File: src/rtl/disp_sched.sv
// Round-robin owner of a shared D-digit hex display: each granted word is held for a minimum
// dwell before rotation, plus a free-running digit-scan strobe for the downstream mux.
module disp_sched #(
  parameter int N        = 2,
  parameter int D        = 4,
  parameter int TICK_DIV = 100000,
  parameter int DWELL    = 20,
  parameter int SCAN_DIV = 50000
) (
  input  logic                              clk,
  input  logic                              reset_n,
  input  logic [N-1:0]                      req_valid,
  input  logic [N-1:0][D-1:0][3:0]          req_data,
  output logic [N-1:0]                      req_ready,
  output logic [D-1:0][3:0]                 digits,
  output logic                              disp_on,
  output logic [$clog2(N > 1 ? N : 2)-1:0]  owner,
  output logic                              scan_tick
);

  localparam int OW = $clog2(N > 1 ? N : 2);
  localparam int PW = $clog2(TICK_DIV > 1 ? TICK_DIV : 2);
  localparam int DW = $clog2(DWELL + 1);
  localparam int SW = $clog2(SCAN_DIV > 1 ? SCAN_DIV : 2);

  localparam logic [PW-1:0] PRESC_LAST = PW'(TICK_DIV - 1);
  localparam logic [DW-1:0] DWELL_END  = DW'(DWELL);
  localparam logic [SW-1:0] SCAN_LAST  = SW'(SCAN_DIV - 1);

  localparam logic [1:0] ST_IDLE = 2'd0;
  localparam logic [1:0] ST_SHOW = 2'd1;
  localparam logic [1:0] ST_HOLD = 2'd2;

  logic [1:0]    state_r;
  logic [1:0]    state_nx_s;
  logic [OW-1:0] last_owner_r;
  logic [OW-1:0] pick_idx_s;
  logic [OW-1:0] cand_s;
  logic [OW-1:0] take_idx_s;
  logic [N-1:0]  ready_s;
  logic          take_s;
  logic          restart_s;
  logic          any_s;
  logic          expired_s;
  logic [PW-1:0] presc_r;
  logic [DW-1:0] dwell_r;
  logic [SW-1:0] scan_cnt_r;

  assign any_s     = |req_valid;
  assign expired_s = (state_r == ST_SHOW) && (dwell_r == DWELL_END);
  assign req_ready = ready_s;

  // Round-robin search; descending loop so the nearest requester after last_owner wins.
  always_comb begin
    pick_idx_s = last_owner_r;
    cand_s     = last_owner_r;
    for (int k = N; k >= 1; k--) begin
      cand_s = OW'((int'(last_owner_r) + k) % N);
      if (req_valid[cand_s]) begin
        pick_idx_s = cand_s;
      end else begin
        pick_idx_s = pick_idx_s;
      end
    end
  end

  // Grant decision and next state; at most one transfer per cycle.
  always_comb begin
    ready_s    = '0;
    take_s     = 1'b0;
    take_idx_s = pick_idx_s;
    restart_s  = 1'b0;
    state_nx_s = state_r;
    case (state_r)
      ST_IDLE, ST_HOLD: begin
        if (any_s) begin
          take_s     = 1'b1;
          restart_s  = 1'b1;
          state_nx_s = ST_SHOW;
        end else begin
          state_nx_s = state_r;
        end
      end
      ST_SHOW: begin
        if (expired_s) begin
          if (any_s) begin
            take_s    = 1'b1;
            restart_s = 1'b1;
          end else begin
            state_nx_s = ST_HOLD;
          end
        end else if (req_valid[owner]) begin
          take_s     = 1'b1;
          take_idx_s = owner;
        end else begin
          take_s = 1'b0;
        end
      end
      default: state_nx_s = ST_IDLE;
    endcase
    if (take_s) begin
      ready_s[take_idx_s] = 1'b1;
    end else begin
      ready_s = '0;
    end
  end

  // Display word, owner and round-robin pointer.
  always_ff @(posedge clk or negedge reset_n) begin
    if (!reset_n) begin
      state_r      <= ST_IDLE;
      digits       <= '0;
      disp_on      <= 1'b0;
      owner        <= '0;
      last_owner_r <= OW'(N - 1);
    end else begin
      state_r <= state_nx_s;
      if (take_s) begin
        digits       <= req_data[take_idx_s];
        disp_on      <= 1'b1;
        owner        <= take_idx_s;
        last_owner_r <= take_idx_s;
      end
    end
  end

  // Dwell timing: both counters freeze once the dwell is spent, so neither can overflow.
  always_ff @(posedge clk or negedge reset_n) begin
    if (!reset_n) begin
      presc_r <= '0;
      dwell_r <= '0;
    end else if (restart_s) begin
      presc_r <= '0;
      dwell_r <= '0;
    end else if ((state_r == ST_SHOW) && !expired_s) begin
      if (presc_r == PRESC_LAST) begin
        presc_r <= '0;
        dwell_r <= dwell_r + {{(DW-1){1'b0}}, 1'b1};
      end else begin
        presc_r <= presc_r + {{(PW-1){1'b0}}, 1'b1};
      end
    end
  end

  // Free-running scan strobe, registered on the wrap to zero.
  always_ff @(posedge clk or negedge reset_n) begin
    if (!reset_n) begin
      scan_cnt_r <= '0;
      scan_tick  <= 1'b0;
    end else begin
      scan_tick <= (scan_cnt_r == SCAN_LAST);
      if (scan_cnt_r == SCAN_LAST) begin
        scan_cnt_r <= '0;
      end else begin
        scan_cnt_r <= scan_cnt_r + {{(SW-1){1'b0}}, 1'b1};
      end
    end
  end

endmodule

File: config.mk
export PLATFORM = sky130hd
export DESIGN_NAME = disp_sched
export DESIGN_NICKNAME = d
export VERILOG_FILES = /design/src/rtl/disp_sched.sv
export SDC_FILE = /design/constraint.sdc
export NUM_CORES = 1
export LEC_CHECK = 0
export ABC_CLOCK_PERIOD_IN_PS = 1870
export CAP_MARGIN = 20
export CORE_MARGIN = 8
export CORE_UTILIZATION = 39
export CTS_BUF_LIST = sky130_fd_sc_hd__clkbuf_8 sky130_fd_sc_hd__clkbuf_16
export DETAILED_ROUTE_END_ITERATION = 8
export DONT_BUFFER_PORTS = 1
export MAX_ROUTING_LAYER = met4
export PLACE_DENSITY = 0.53
export REMOVE_ABC_BUFFERS = 1
export SETUP_SLACK_MARGIN = 0.1
export SYNTH_ARGS = -nofsm -noshare
export SYNTH_HDL_FRONTEND = slang
export SYNTH_SLANG_ARGS = --single-unit
File: constraint.sdc
create_clock -name clk -period 1.87 [get_ports clk]
set_input_delay 0.187 -clock clk [delete_from_list [all_inputs] [get_ports clk]]
set_output_delay 0.187 -clock clk [all_outputs]
set_load 0.005 [all_outputs]
### Word level (Yosys, flattened, before mapping)

Index checks and enable logic that the tools add are counted.
W data, S select, Z words.

| word-level totals | value |
|---|---|
| input bits | 36 |
| output and inout bits | 21 |
| bits in registers | 60 |

| operators by class | value |
|---|---|
| add/sub/neg operators | 5 |
| eq/ne operators | 8 |
| muxes and demuxes | 33 |
| reduce and logical (&&, ||, !) cells | 11 |
| $lt $le $gt $ge | 5 |

Operators by type and width:

| kind | count |
|---|---|
| $mux W17 | 3 |
| $mux W16 | 3 |
| $add A17 B1 Y17 const B | 1 |
| $eq A17 B17 Y1 const B | 1 |
| $add A16 B1 Y16 const B | 1 |
| $eq A16 B16 Y1 const B | 1 |
| $mux W1 | 16 |
| $mux W5 | 3 |
| $lt A1 B2 Y1 const B | 4 |
| $mux W2 | 4 |
| $ne A2 B2 Y1 const B | 3 |
| $add A5 B1 Y5 const B | 1 |
| $eq A5 B5 Y1 const B | 1 |
| $pmux W1 S2 | 2 |
| $pmux W2 S2 | 1 |
| $reduce_bool A2 Y1 | 2 |
| $reduce_or A2 Y1 | 2 |
| $logic_and A1 B1 Y1 | 3 |
| $reduce_and A3 Y1 | 1 |
| $add A1 B1 Y1 const B | 2 |
| $eq A2 B1 Y1 const B | 1 |
| $eq A2 B2 Y1 const B | 1 |
| $logic_not A2 Y1 | 1 |
| $reduce_and A2 Y1 | 1 |
| 3 further kinds | 3 |

### Longest topological paths before layout

Gate-level depths: netlist (run 1).

| depth | value |
|---|---|
| depth after elaboration | 13 |
| gate-level depth with buffers | 9 |

### Worst setup path after synthesis (run 1)

No wires, ideal clock.

| timing | value |
|---|---|
| kind | register to register |
| start | reg dwell_r[0] |
| end | reg digits[11] in the netlist's numbering |
| period minus slack after synthesis | 1857 ps |
| path slack | 13 ps |
| arrival | 1721 ps |
| stages on the path, launching flop included | 10 |
| library setup time | 136 ps |
| cell sequence | dfrtp_1 -> inv_1 -> ha_1 -> nand4b_1 -> nand2b_1 -> a311oi_1 -> buf_4 -> buf_6 -> mux2i_1 -> o21ai_0 |

| between the ends | value |
|---|---|
| cells in the longest elaborated chain, start to end | 6 |

Ends and longest elaborated chain:

| element | RTL line | RTL |
|---|---|---|
| start: declaration | 46 | `logic [DW-1:0] dwell_r;` |
| start signal: assignment | 138 | `dwell_r <= dwell_r + {{(DW-1){1'b0}}, 1'b1};` |
| $eq A5 B5 Y1 (*) | 50 | `assign expired_s = (state_r == ST_SHOW) && (dwell_r == DWELL_END);` |
| $logic_and A1 B1 Y1 (*) | 50 |  |
| $mux W1 | 85 | `if (expired_s) begin` |
| $mux W1 | 74 | `case (state_r)` |
| $mux W16 (implied by the code) (2 in series) | 119 | `digits <= req_data[take_idx_s];` |
| end signal: assignment | 119 |  |
| end: declaration | 15 | `output logic [D-1:0][3:0] digits,` |

Every way passes the cells marked *; elsewhere a longest branch is shown, timed or not. The select of a mux whose other input is x is not followed.
A chain may end at the register's enable or synchronous reset.

### Worst setup path after layout (run 1)

| timing | value |
|---|---|
| start | reg dwell_r[1] |
| end | out req_ready[0] |

| between the ends | value |
|---|---|
| cells in the longest elaborated chain, start to end | 9 |

Ends and longest elaborated chain:

| element | RTL line | RTL |
|---|---|---|
| $eq A5 B5 Y1 (*) | 50 |  |
| $logic_and A1 B1 Y1 (*) | 50 |  |
| $mux W1 | 85 |  |
| $mux W1 | 74 |  |
| $lt A1 B2 Y1 (implied by the code) or $ge A1 B1 Y1 (tied branches) | 102 | `ready_s[take_idx_s] = 1'b1;` |
| $logic_and A1 B1 Y1 (implied by the code) | 102 |  |
| $mux W1 (implied by the code) | 102 |  |
| $demux W1 S1 | 102 |  |
| $mux W2 (*) | 101 | `if (take_s) begin` |
| end: declaration | 14 | `output logic [N-1:0] req_ready,` |

Every way passes the cells marked *; elsewhere a longest branch is shown, timed or not.

==> impl_metrics.csv, run 1 <==
group,metric,value,unit
routing,dr_total_vias,2544,
outcome,violations,"negative setup slack",
floorplan,die_h,104,µm
hold_path,hp-start,"req_data[7]",
floorplan,die_area,10800,µm²
placed_design,dp.cells,441,
clock_network,h-tree-depth,3,
logic_synthesis,synthSimpleGateAreaFrac,20.9,%
logic_synthesis,seq_area_frac_synth,50.0,%
placed_design,pre_cts_ws,-0.0348,ns
timing,setup_viol,12,
logic_synthesis,synth_ff_type,"dfrtp_1",
worst_setup_path,r2r_slack,-0.11,ns
routing,wl_per_cell,16.2,µm
worst_setup_path,timing.rr.end,"dwell_r[0]",
worst_setup_path,cp_data_required_time,1.68,ns
logic_synthesis,synth_seq_cells,60,
clock_network,cts.clk_slew.worst_paths,0.07,ns
pwr,p_comb_share,28.8,%
logic_synthesis,yosysWarnings,0,
logic_synthesis,syn_avg_cell_area,9.78,µm²
timing,slew_headroom,73.9,%
timing,worst-slew-pin-transition,0.388,ns
outcome,outcome,"finished with violations",
cells_and_area,nNetsFinal,415,
timing,fin_worst_skew,0.00970,ns
grt,grt_pass1_vias,2756,
worst_setup_path,r2r-start,"dwell_r[1]",
routing,first_pass_iters,4,
routing,drc,0,
grt,grt_max_degree,61,
timing,slew_violations,0,
routing,vias_per_cell,5.28,
pwr,design_power_total,4.27,mW
hold_path,hold_end,"digits[7]",
placed_design,hpwl,5040,µm
clock_network,cts_made_buffers,9,
routing,wl,7790,µm
floorplan,ios,57,
clock_network,clock_latency,0.34,ns
hold_path,min_path_type,"input pin to flop",
pwr,switching_share,32.8,%
placed_design,io_buffers,0,
cells_and_area,instances_no_fill,482,
hold_path,hold_depth,2,
flow_run,maxCapViolations,0,
logic_synthesis,synth_top_area_share,49.2,%
floorplan,die_w,104,µm
worst_setup_path,crit_path_start_kind,"flop",
cells_and_area,drive_above_1_share,37.4,%
clock_network,clockBufferDepth,2,
logic_synthesis,syn_area,3000,µm²
timing,fin_setup_tns,-0.600,ns
clock_network,clock_sinks,60,
worst_setup_path,path_class,"flop to output port",
floorplan,rows,32,
logic_synthesis,synth-edff-count,0,
grt,antenna_found_initial,0,
pwr,power.leakage,1.98,nW
logic_synthesis,synth_area_leaders,"dfrtp_1 49%, mux2i_1 6.7%, nand2_1 4.6%",
clock_network,cts_tree,"yes",
pwr,pwr_density_cell,979,nW/µm²
timing,fin_ws,-0.128,ns
cells_and_area,antennaDiodeCount,0,
cells_and_area,final_util,57.4,%
logic_synthesis,synthMuxAreaShare,7.04,%
logic_synthesis,synth_largest_area_cell,"dfrtp_1",
floorplan,core_region_area,7610,µm²
logic_synthesis,yosys.area_share.adder,1.67,%
logic_synthesis,synth-xor-area-share,3.79,%
logic_synthesis,synthArstFlopShare,100,%
worst_setup_path,cp.arrival,1.81,ns
timing,grt_setup_unrepaired,"true",
timing,fin_crit_sh,107,%
cells_and_area,syn_to_final_growth,45.3,%
grt,grt_pass1_wl,13200,µm
routing,drtIter0Drc,118,
timing,max_clock_freq,501,MHz
routing,ant_nets,0,
pwr,p_seq_share,43.6,%
logic_synthesis,synth_compound_area_share,13.5,%
pwr,vdd_drop_max,0.625,mV
worst_setup_path,cp-end-kind,"output port",
timing,min_period,2.00,ns
clock_network,root_buffer,"clkbuf_8",
grt,grt_use_total,15.1,%
pwr,clockPowerShare,27.5,%
timing,hold_viol,0,
placed_design,place_congestion,0.828,
worst_setup_path,reg2regPathDepth,9,
logic_synthesis,synth_top_family_by_area,"simple AND/OR/NAND/NOR gates",
pwr,p_int,2.87,mW
floorplan,start_util,39.5,%
logic_synthesis,syn_inst,307,
logic_synthesis,yosysUniqueCellTypes,45,
grt,grt_overflow_total,0,
worst_setup_path,critical_path_peak_fanout,4,
pwr,p_sw,1.40,mW
[critical path: stages, from the launching register on]
cell and delay [ns]:
dfrtp_1 0.39, inv_2 0.08, ha_4 0.13, nand4b_1 0.11
buf_4 0.19, a31oi_4 0.20, o22ai_4 0.13, buf_12 0.14
nor2_2 0.10
[flip-flops by register name (all words and copies together), names as in the netlist, 2 cells and up]
register / cells
scan_cnt_r: 16
dwell_r: 5
digits: 16
state_r: 2
presc_r: 17
[power by group through the flow]
stage	clock network, mW	registers, mW	logic [mW]
after floorplan	0	1.83	0.510
after CTS	1.22	1.87	1.17
after global routing	1.27	1.91	1.35
after detailed placement	0	1.87	0.830
final	1.18	1.86	1.23
after global placement	0	1.87	0.802
[per-stage QoR]
step / hold WS [ns] / instance area [µm²]
5_1_grt: 0.0212 / 4360
2_1_floorplan: -0.109 / 2940
4_1_cts: 0.0128 / 4110
6_report: 0.0321 / 4360
3_5_place_dp: -0.107 / 3450
3_3_place_gp: -0.107 / 3450
[cells in the final DEF, fill, tap and decap left out, types with 3 or more instances in the layout]
cell,instances
xnor2_1,8
a21oi_1,4
nor2_1,17
buf_6,14
a21o_1,3
dlygate4sd3_1,3
mux2i_1,19
nor3_1,5
nand2_2,3
o21ai_0,3
clkinvlp_4,3
a21oi_2,5
nand3_1,13
and3_1,5
inv_1,6
nand3_2,7
xor2_1,5
clkbuf_8,9
a41oi_2,5
a31oi_1,8
buf_12,4
buf_4,43
o21ai_1,20
nand2_1,33
a31oi_4,5
or4_4,3
nor2b_1,3
dfrtp_1,59
nand2b_1,5
nand4_1,5
[synthesized netlist by cell type (5+ instances only)]
library cell  instances
o21ai_0              23
a31oi_1              14
a21oi_1              11
nand4_1               5
nor2_1               19
clkbuf_1              8
dfrtp_1              59
inv_1                 9
nand3_1              20
xnor2_1               8
a41oi_1               5
nand2_1              37
nand2b_1              5
nor3_1                6
xor2_1                5
and3_1                6
mux2i_1              20
[metal layers]
layer | up-vias | part of all wire (%) | GRT usage (%)
li1 | 1245 | - | -
met5 | - | 0 | -
met1 | 1224 | 48 | 18.0
met4 | 0 | 2.0 | 7.65
met2 | 62 | 46 | 23.6
met3 | 13 | 4.4 | 3.53
[area by class of cell]
type                    count  area [µm²]
repair buffers             69         708
flip-flops and latches     60        1500
clock buffers               9         124
fillers                   672        3240
inverters                   9        36.3
multi-input cells         226        1790
clock inverters             7        75.1
well taps                 102         128
[worst max-delay path by stage]
stage | from | end | slack [ns] | cells after the start
floorplan | dwell_r[0] | digits[0] | -1.53 | 7
detailed placement | presc_r[1] | presc_r[11] | -0.03 | 7
global placement | presc_r[1] | presc_r[11] | -0.009 | 7
finish | dwell_r[1] | req_ready[0] | -0.13 | 8
global route | dwell_r[0] | req_ready[1] | -0.21 | 6
CTS | dwell_r[1] | req_ready[1] | -0.17 | 6
[logic make-up (layout without fill, tap and decap cells)]
group,count (synthesis),in the layout
XOR/XNOR,13,13
AND/OR/NAND/NOR,121,121
multiplexers,21,21
adder cells (fa/ha/maj),4,4
buffers and inverters,21,94
flip-flops,60,60
AO/OA/AOI/OAI,67,67
[timing repair]
action	in CTS	in global routing
gates cloned	2	0
endpoints found under the setup margin	40	49
hold buffers	4	0
setup buffers	10	10
hold endpoints to repair	61	0
pin swaps	28	24
resized for setup	71	36
Power figures use the tool's default switching activity.
==> inputs of run 2 (changes only) <==
==> constraint.sdc (replaced) <==
create_clock -name clk -period 1.87 [get_ports clk]
set_input_delay 0.0935 -clock clk [delete_from_list [all_inputs] [get_ports clk]]
set_output_delay 0.0935 -clock clk [all_outputs]
set_load 0.005 [all_outputs]
==> run 2 against run 1 <==
  * The flow still finishes with violations (negative setup slack)
  * Design area rose by 4.8%
  * Sequential power barely moved
  * Setup slack improved by 0.023 ns
  * Clock power rose by 22%
  * Critical path depth fell by 1
  * Routed wire length rose by 6.7%
  * Clock skew fell by 0.0018 ns
  * First-iteration DRC count fell by 21%
  * Fmax rose by 1.2%
  * Highest routed layer unchanged
==> impl_metrics.csv, run 2 (synthesis results as in run 1) <==
group,metric,value,unit
hold_path,min_path_type,"input pin to flop",
grt,grt.met3_usage,4.03,%
cells_and_area,final_common_cell,"dfrtp_1",
clock_network,cts_tree,"yes",
routing,dr_total_vias,2668,
routing,drtIter0Drc,93,
placed_design,hpwl,4900,µm
routing,wl,8320,µm
clock_network,clockBufferDepth,2,
outcome,outcome,"finished with violations",
grt,grt_util_met1,19.9,%
grt,grt_overflow_total,0,
cells_and_area,nFillCells,617,
worst_setup_path,path_class,"flop to output port",
worst_setup_path,r2r-start,"dwell_r[1]",
placed_design,place_congestion,0.800,
timing,worst-slew-pin-transition,0.406,ns
cells_and_area,final_cell_mix,"59 x dfrtp_1, 47 x buf_4, 35 x nand2_1, 35 x dlygate4sd3_1",
placed_design,dp.cells,438,
grt,met2_usage,24.3,%
hold_path,hold_end,"dwell_r[1]",
floorplan,ios,57,
pwr,pwr_density_cell,1020,nW/µm²
cells_and_area,final_util,60.1,%
floorplan,die_area,10800,µm²
cells_and_area,largest-register,"presc_r",
routing,first_pass_iters,4,
timing,fin_ws,-0.105,ns
cells_and_area,syn_to_final_growth,52.2,%
cells_and_area,antennaDiodeCount,0,
floorplan,rows,32,
grt,grt_max_degree,61,
cells_and_area,instances_no_fill,512,
floorplan,start_util,39.5,%
outcome,violations,"negative setup slack",
clock_network,cts.clk_slew.worst_paths,0.07,ns
timing,setup_viol,22,
grt,grt_use_total,15.9,%
timing,max_clock_freq,506,MHz
worst_setup_path,r2r_slack,-0.10,ns
clock_network,root_buffer,"clkbuf_8",
routing,vias_per_cell,5.21,
timing,grt_setup_unrepaired,"true",
grt,busiest_layer,"met2",
cells_and_area,largest_reg_flops,17,
hold_path,hold_depth,3,
worst_setup_path,timing.rr.end,"digits[13]",
clock_network,clock_latency,0.33,ns
clock_network,clock_sinks,60,
worst_setup_path,critical_path_peak_fanout,3,
grt,grt_pass1_wl,13900,µm
timing,fin_worst_skew,0.00795,ns
worst_setup_path,cp.arrival,1.88,ns
worst_setup_path,cp-end-kind,"output port",
grt,grt_pass1_vias,2821,
timing,slew_violations,0,
cells_and_area,top_regs,"presc_r: 17 flops, digits: 16 flops, scan_cnt_r: 16 flops",
floorplan,die_h,104,µm
grt,antenna_found_initial,0,
clock_network,cts_made_buffers,9,
pwr,power.leakage,2.08,nW
pwr,vdd_drop_max,0.798,mV
routing,drc,0,
worst_setup_path,crit_path_start_kind,"flop",
cells_and_area,stdcell_area,4570,µm²
placed_design,place_area,3430,µm²
cells_and_area,drive_above_1_share,30.2,%
cells_and_area,seqCellArea,1500,µm²
timing,fin_crit_sh,106,%
hold_path,hp-start,"req_valid[0]",
floorplan,core_region_area,7610,µm²
worst_setup_path,cp_data_required_time,1.78,ns
timing,slew_headroom,72.7,%
routing,wl_per_cell,16.2,µm
worst_setup_path,reg2regPathDepth,10,
floorplan,die_w,104,µm
cells_and_area,nNetsFinal,445,
timing,fin_hold_ws,0.0475,ns
routing,ant_nets,0,
placed_design,io_buffers,0,
timing,hold_viol,0,
timing,min_period,1.98,ns
clock_network,h-tree-depth,3,
cells_and_area,multi_input_area,1670,µm²
flow_run,maxCapViolations,0,
## run 2: repair_timing
item,in CTS,in global routing
gates resized for setup,61,16
setup buffers,12,8
hold buffers,36,0
endpoints found under the hold margin,77,0
pin swaps,24,12
gates cloned,3,1
setup endpoints to repair,33,49
## run 2: metrics by stage
step                power (mW)  setup TNS [ns]  setup WS (ns)
global route              4.94           -4.57         -0.215
global placement          2.69               0         0.0131
CTS                       4.60           -1.70         -0.125
floorplan                 2.34          -30.56          -1.53
finish                    4.67           -1.15         -0.105
detailed placement        2.71          -0.636        -0.0675
## run 2: power by group
part / total (mW) / internal (mW) / switching [mW]
Combinational: 1.36 / 0.739 / 0.623
Sequential: 1.87 / 1.59 / 0.274
Clock: 1.44 / 0.894 / 0.548
## run 2: cell type report
class                   count  share of cell area (%)
flip-flops and latches     60                    32.9
inverters                   9                   0.739
well taps                 102                    2.79
multi-input cells         226                    36.5
clock inverters             7                    2.71
clock buffers               9                    2.71
repair buffers             99                    21.6
## run 2: worst max-delay path by stage
stage                           from           end  slack, ns
final                     dwell_r[1]  req_ready[1]      -0.11
after global placement    dwell_r[0]     digits[0]       0.01
after floorplan           dwell_r[0]     digits[0]      -1.53
after detailed placement  dwell_r[0]     digits[9]      -0.07
after global routing      dwell_r[1]    digits[13]      -0.21
after CTS                 dwell_r[0]  req_ready[0]      -0.13
## run 2: per-layer routing
| metal | share of wire (%) | up-vias | wire [µm] |
|---|---|---|---|
| met5 | 0 | - | 0 |
| met1 | 47 | 1293 | 3920 |
| met4 | 1.4 | 0 | 118 |
| met3 | 4.6 | 9 | 385 |
| li1 | - | 1308 | - |
| met2 | 47 | 58 | 3900 |
## run 2: worst max-delay path: stages, from the launching register on
cell and delay (ns):
dfrtp_1 0.37, inv_2 0.06, ha_4 0.15, nand4b_1 0.13, nand2b_1 0.14, a311oi_4 0.35
nor2b_4 0.24, buf_6 0.11
==> inputs of run 3 (changes only) <==
--- a/config.mk
+++ b/config.mk
@@ -7,6 +7,7 @@
 export LEC_CHECK = 0
 export ABC_CLOCK_PERIOD_IN_PS = 1870
 export CAP_MARGIN = 20
+export CORE_ASPECT_RATIO = 0.75
 export CORE_MARGIN = 8
 export CORE_UTILIZATION = 39
 export CTS_BUF_LIST = sky130_fd_sc_hd__clkbuf_8 sky130_fd_sc_hd__clkbuf_16
==> run 3 against run 2 <==
  * The run still ends with negative setup slack left
  * Register-to-register slack barely moved
  * Clock skew barely moved
  * Count of clock-buffer cells in the layout did not move
  * Design area fell by 1.3%
  * Setup slack got worse by 0.055 ns
  * Combinational power fell by 7%
  * Global-route usage barely moved
  * First-iteration DRC count rose by 13%
  * Non-clock buffer count fell by 7
  * Sequential power barely moved
  * Critical path depth rose by 1
  * Utilization rose by 0.90 points
  * Critical endpoint is now req_ready[0]
  * Largest cell class unchanged
  * Highest routed layer unchanged
==> impl_metrics.csv, run 3 (synthesis results as in run 1) <==
group,metric,value,unit
placed_design,dp.cells,436,
timing,worst-slew-pin-transition,0.410,ns
pwr,p_comb_share,28.2,%
pwr,switching_share,32.5,%
timing,hold_viol,0,
outcome,outcome,"finished with violations",
grt,grt_max_degree,61,
routing,wl_per_cell,16.8,µm
worst_setup_path,cp_slowest_cell,"dfrtp_1",
pwr,p_sw,1.45,mW
placed_design,io_buffers,0,
clock_network,clock_latency,0.34,ns
outcome,violations,"negative setup slack",
cells_and_area,stdcell_area,4510,µm²
timing,fin_crit_sh,109,%
placed_design,place_area,3420,µm²
floorplan,rows,27,
clock_network,clock_sinks,60,
floorplan,start_util,40.6,%
grt,grt_pass1_wl,13600,µm
clock_network,h-tree-depth,3,
floorplan,die_w,117,µm
grt,grt_overflow_total,0,
routing,drtIter0Drc,105,
grt,grt_use_total,15.9,%
cells_and_area,top_regs,"presc_r: 17 flops, digits: 16 flops, scan_cnt_r: 16 flops",
floorplan,core_region_area,7400,µm²
timing,slew_violations,0,
cells_and_area,final_cell_mix,"59 x dfrtp_1, 41 x buf_4, 35 x nand2_1, 35 x dlygate4sd3_1, 18 x mux2i_1",
timing,fin_hold_ws,0.0495,ns
timing,setup_viol,21,
pwr,pwr_density_cell,989,nW/µm²
pwr,p_int,3.01,mW
cells_and_area,largest-register,"presc_r",
timing,min_period,2.03,ns
worst_setup_path,crit_path_start_kind,"flop",
hold_path,min_path_type,"input pin to flop",
worst_setup_path,critical_path_peak_fanout,17,
routing,dr_total_vias,2722,
cells_and_area,syn_to_final_growth,50.3,%
worst_setup_path,cp_data_required_time,1.78,ns
worst_setup_path,slowest_delay,0.39,ns
routing,drc,0,
pwr,power.leakage,2.04,nW
routing,wl,8490,µm
pwr,p_seq_share,42.1,%
worst_setup_path,cp.arrival,1.94,ns
cells_and_area,antennaDiodeCount,0,
worst_setup_path,cp-end-kind,"output port",
timing,grt_setup_unrepaired,"true",
flow_run,maxCapViolations,0,
placed_design,place_congestion,0.780,
timing,fin_setup_tns,-1.23,ns
floorplan,die_h,92.0,µm
clock_network,cts.clk_slew.worst_paths,0.08,ns
floorplan,die_area,10800,µm²
grt,grt_pass1_vias,2700,
routing,first_pass_iters,5,
cells_and_area,final_util,61.0,%
grt,antenna_found_initial,0,
timing,fin_worst_skew,0.00828,ns
pwr,design_power_total,4.46,mW
worst_setup_path,path_class,"flop to output port",
worst_setup_path,r2r_slack,-0.09,ns
placed_design,pre_cts_ws,-0.123,ns
cells_and_area,instances_no_fill,504,
cells_and_area,largest_reg_flops,17,
cells_and_area,nNetsFinal,438,
routing,ant_nets,0,
pwr,vdd_drop_max,0.697,mV
clock_network,cts_tree,"yes",
clock_network,clockBufferDepth,2,
floorplan,ios,57,
clock_network,cts_made_buffers,9,
timing,fin_ws,-0.161,ns
routing,vias_per_cell,5.40,
pwr,clockPowerShare,29.7,%
cells_and_area,drive_above_1_share,31.3,%
timing,slew_headroom,72.4,%
hold_path,hp-start,"req_valid[0]",
worst_setup_path,cp-startpoint,"dwell_r[1]",
timing,max_clock_freq,492,MHz
placed_design,hpwl,5000,µm
clock_network,root_buffer,"clkbuf_8",
cells_and_area,final_common_cell,"dfrtp_1",
worst_setup_path,r2r-start,"dwell_r[1]",
worst_setup_path,worstPathCellList,"inv_2, ha_4, nand4b_1, buf_4, a31oi_4, o22ai_4, buf_12, nor2_2",
run 3: worst paths after layout:
kind	to	cells after the start
max	req_ready[0]	8
min	presc_r[1]	3
max reg2reg	digits[12]	10
min reg2reg	scan_cnt_r[11]	1
max in group asynchronous	last_owner_r	2
min in group asynchronous	digits[12]	2
run 3: metal layers:
metal | global-route usage (%) | routed length [µm] | vias up | part of all wire (%)
met2 | 23.2 | 3940 | 68 | 46
li1 | - | - | 1311 | -
met5 | - | 0 | - | 0
met4 | 4.31 | 91 | 0 | 1.1
met3 | 5.57 | 407 | 8 | 4.8
met1 | 20.5 | 4050 | 1335 | 48
run 3: final cells by class:
type / instances / area (µm²)
clock buffers: 9 / 124
clock inverters: 7 / 100
fillers: 579 / 2890
inverters: 9 / 36.3
multi-input cells: 226 / 1730
flip-flops and latches: 60 / 1500
well taps: 101 / 126
repair buffers: 92 / 896
run 3: power groups by stage:
stage	logic, mW	clock network (mW)	registers (mW)
2_1_floorplan	0.510	0	1.83
3_3_place_gp	0.790	0	1.88
3_5_place_dp	0.810	0	1.87
4_1_cts	1.11	1.38	1.87
5_1_grt	1.37	1.42	1.92
6_report	1.26	1.33	1.88
run 3: critical path: cells and delay by family, from the launching register on:
kind | cells | cell delay, ns
adders and majority gates | 1 | 0.13
and+or+nand+nor | 2 | 0.29
AOI/OAI and AO/OA | 2 | 0.31
buffers and inverters | 3 | 0.47
DFF | 1 | 0.39
run 3: what timing repair did:
item	CTS	global route
endpoints found under the hold margin	77	0
hold buffers	36	0
gates resized for setup	41	49
pin swaps	18	24
setup buffers	10	5
cloned	1	0
endpoints found under the setup margin	41	49
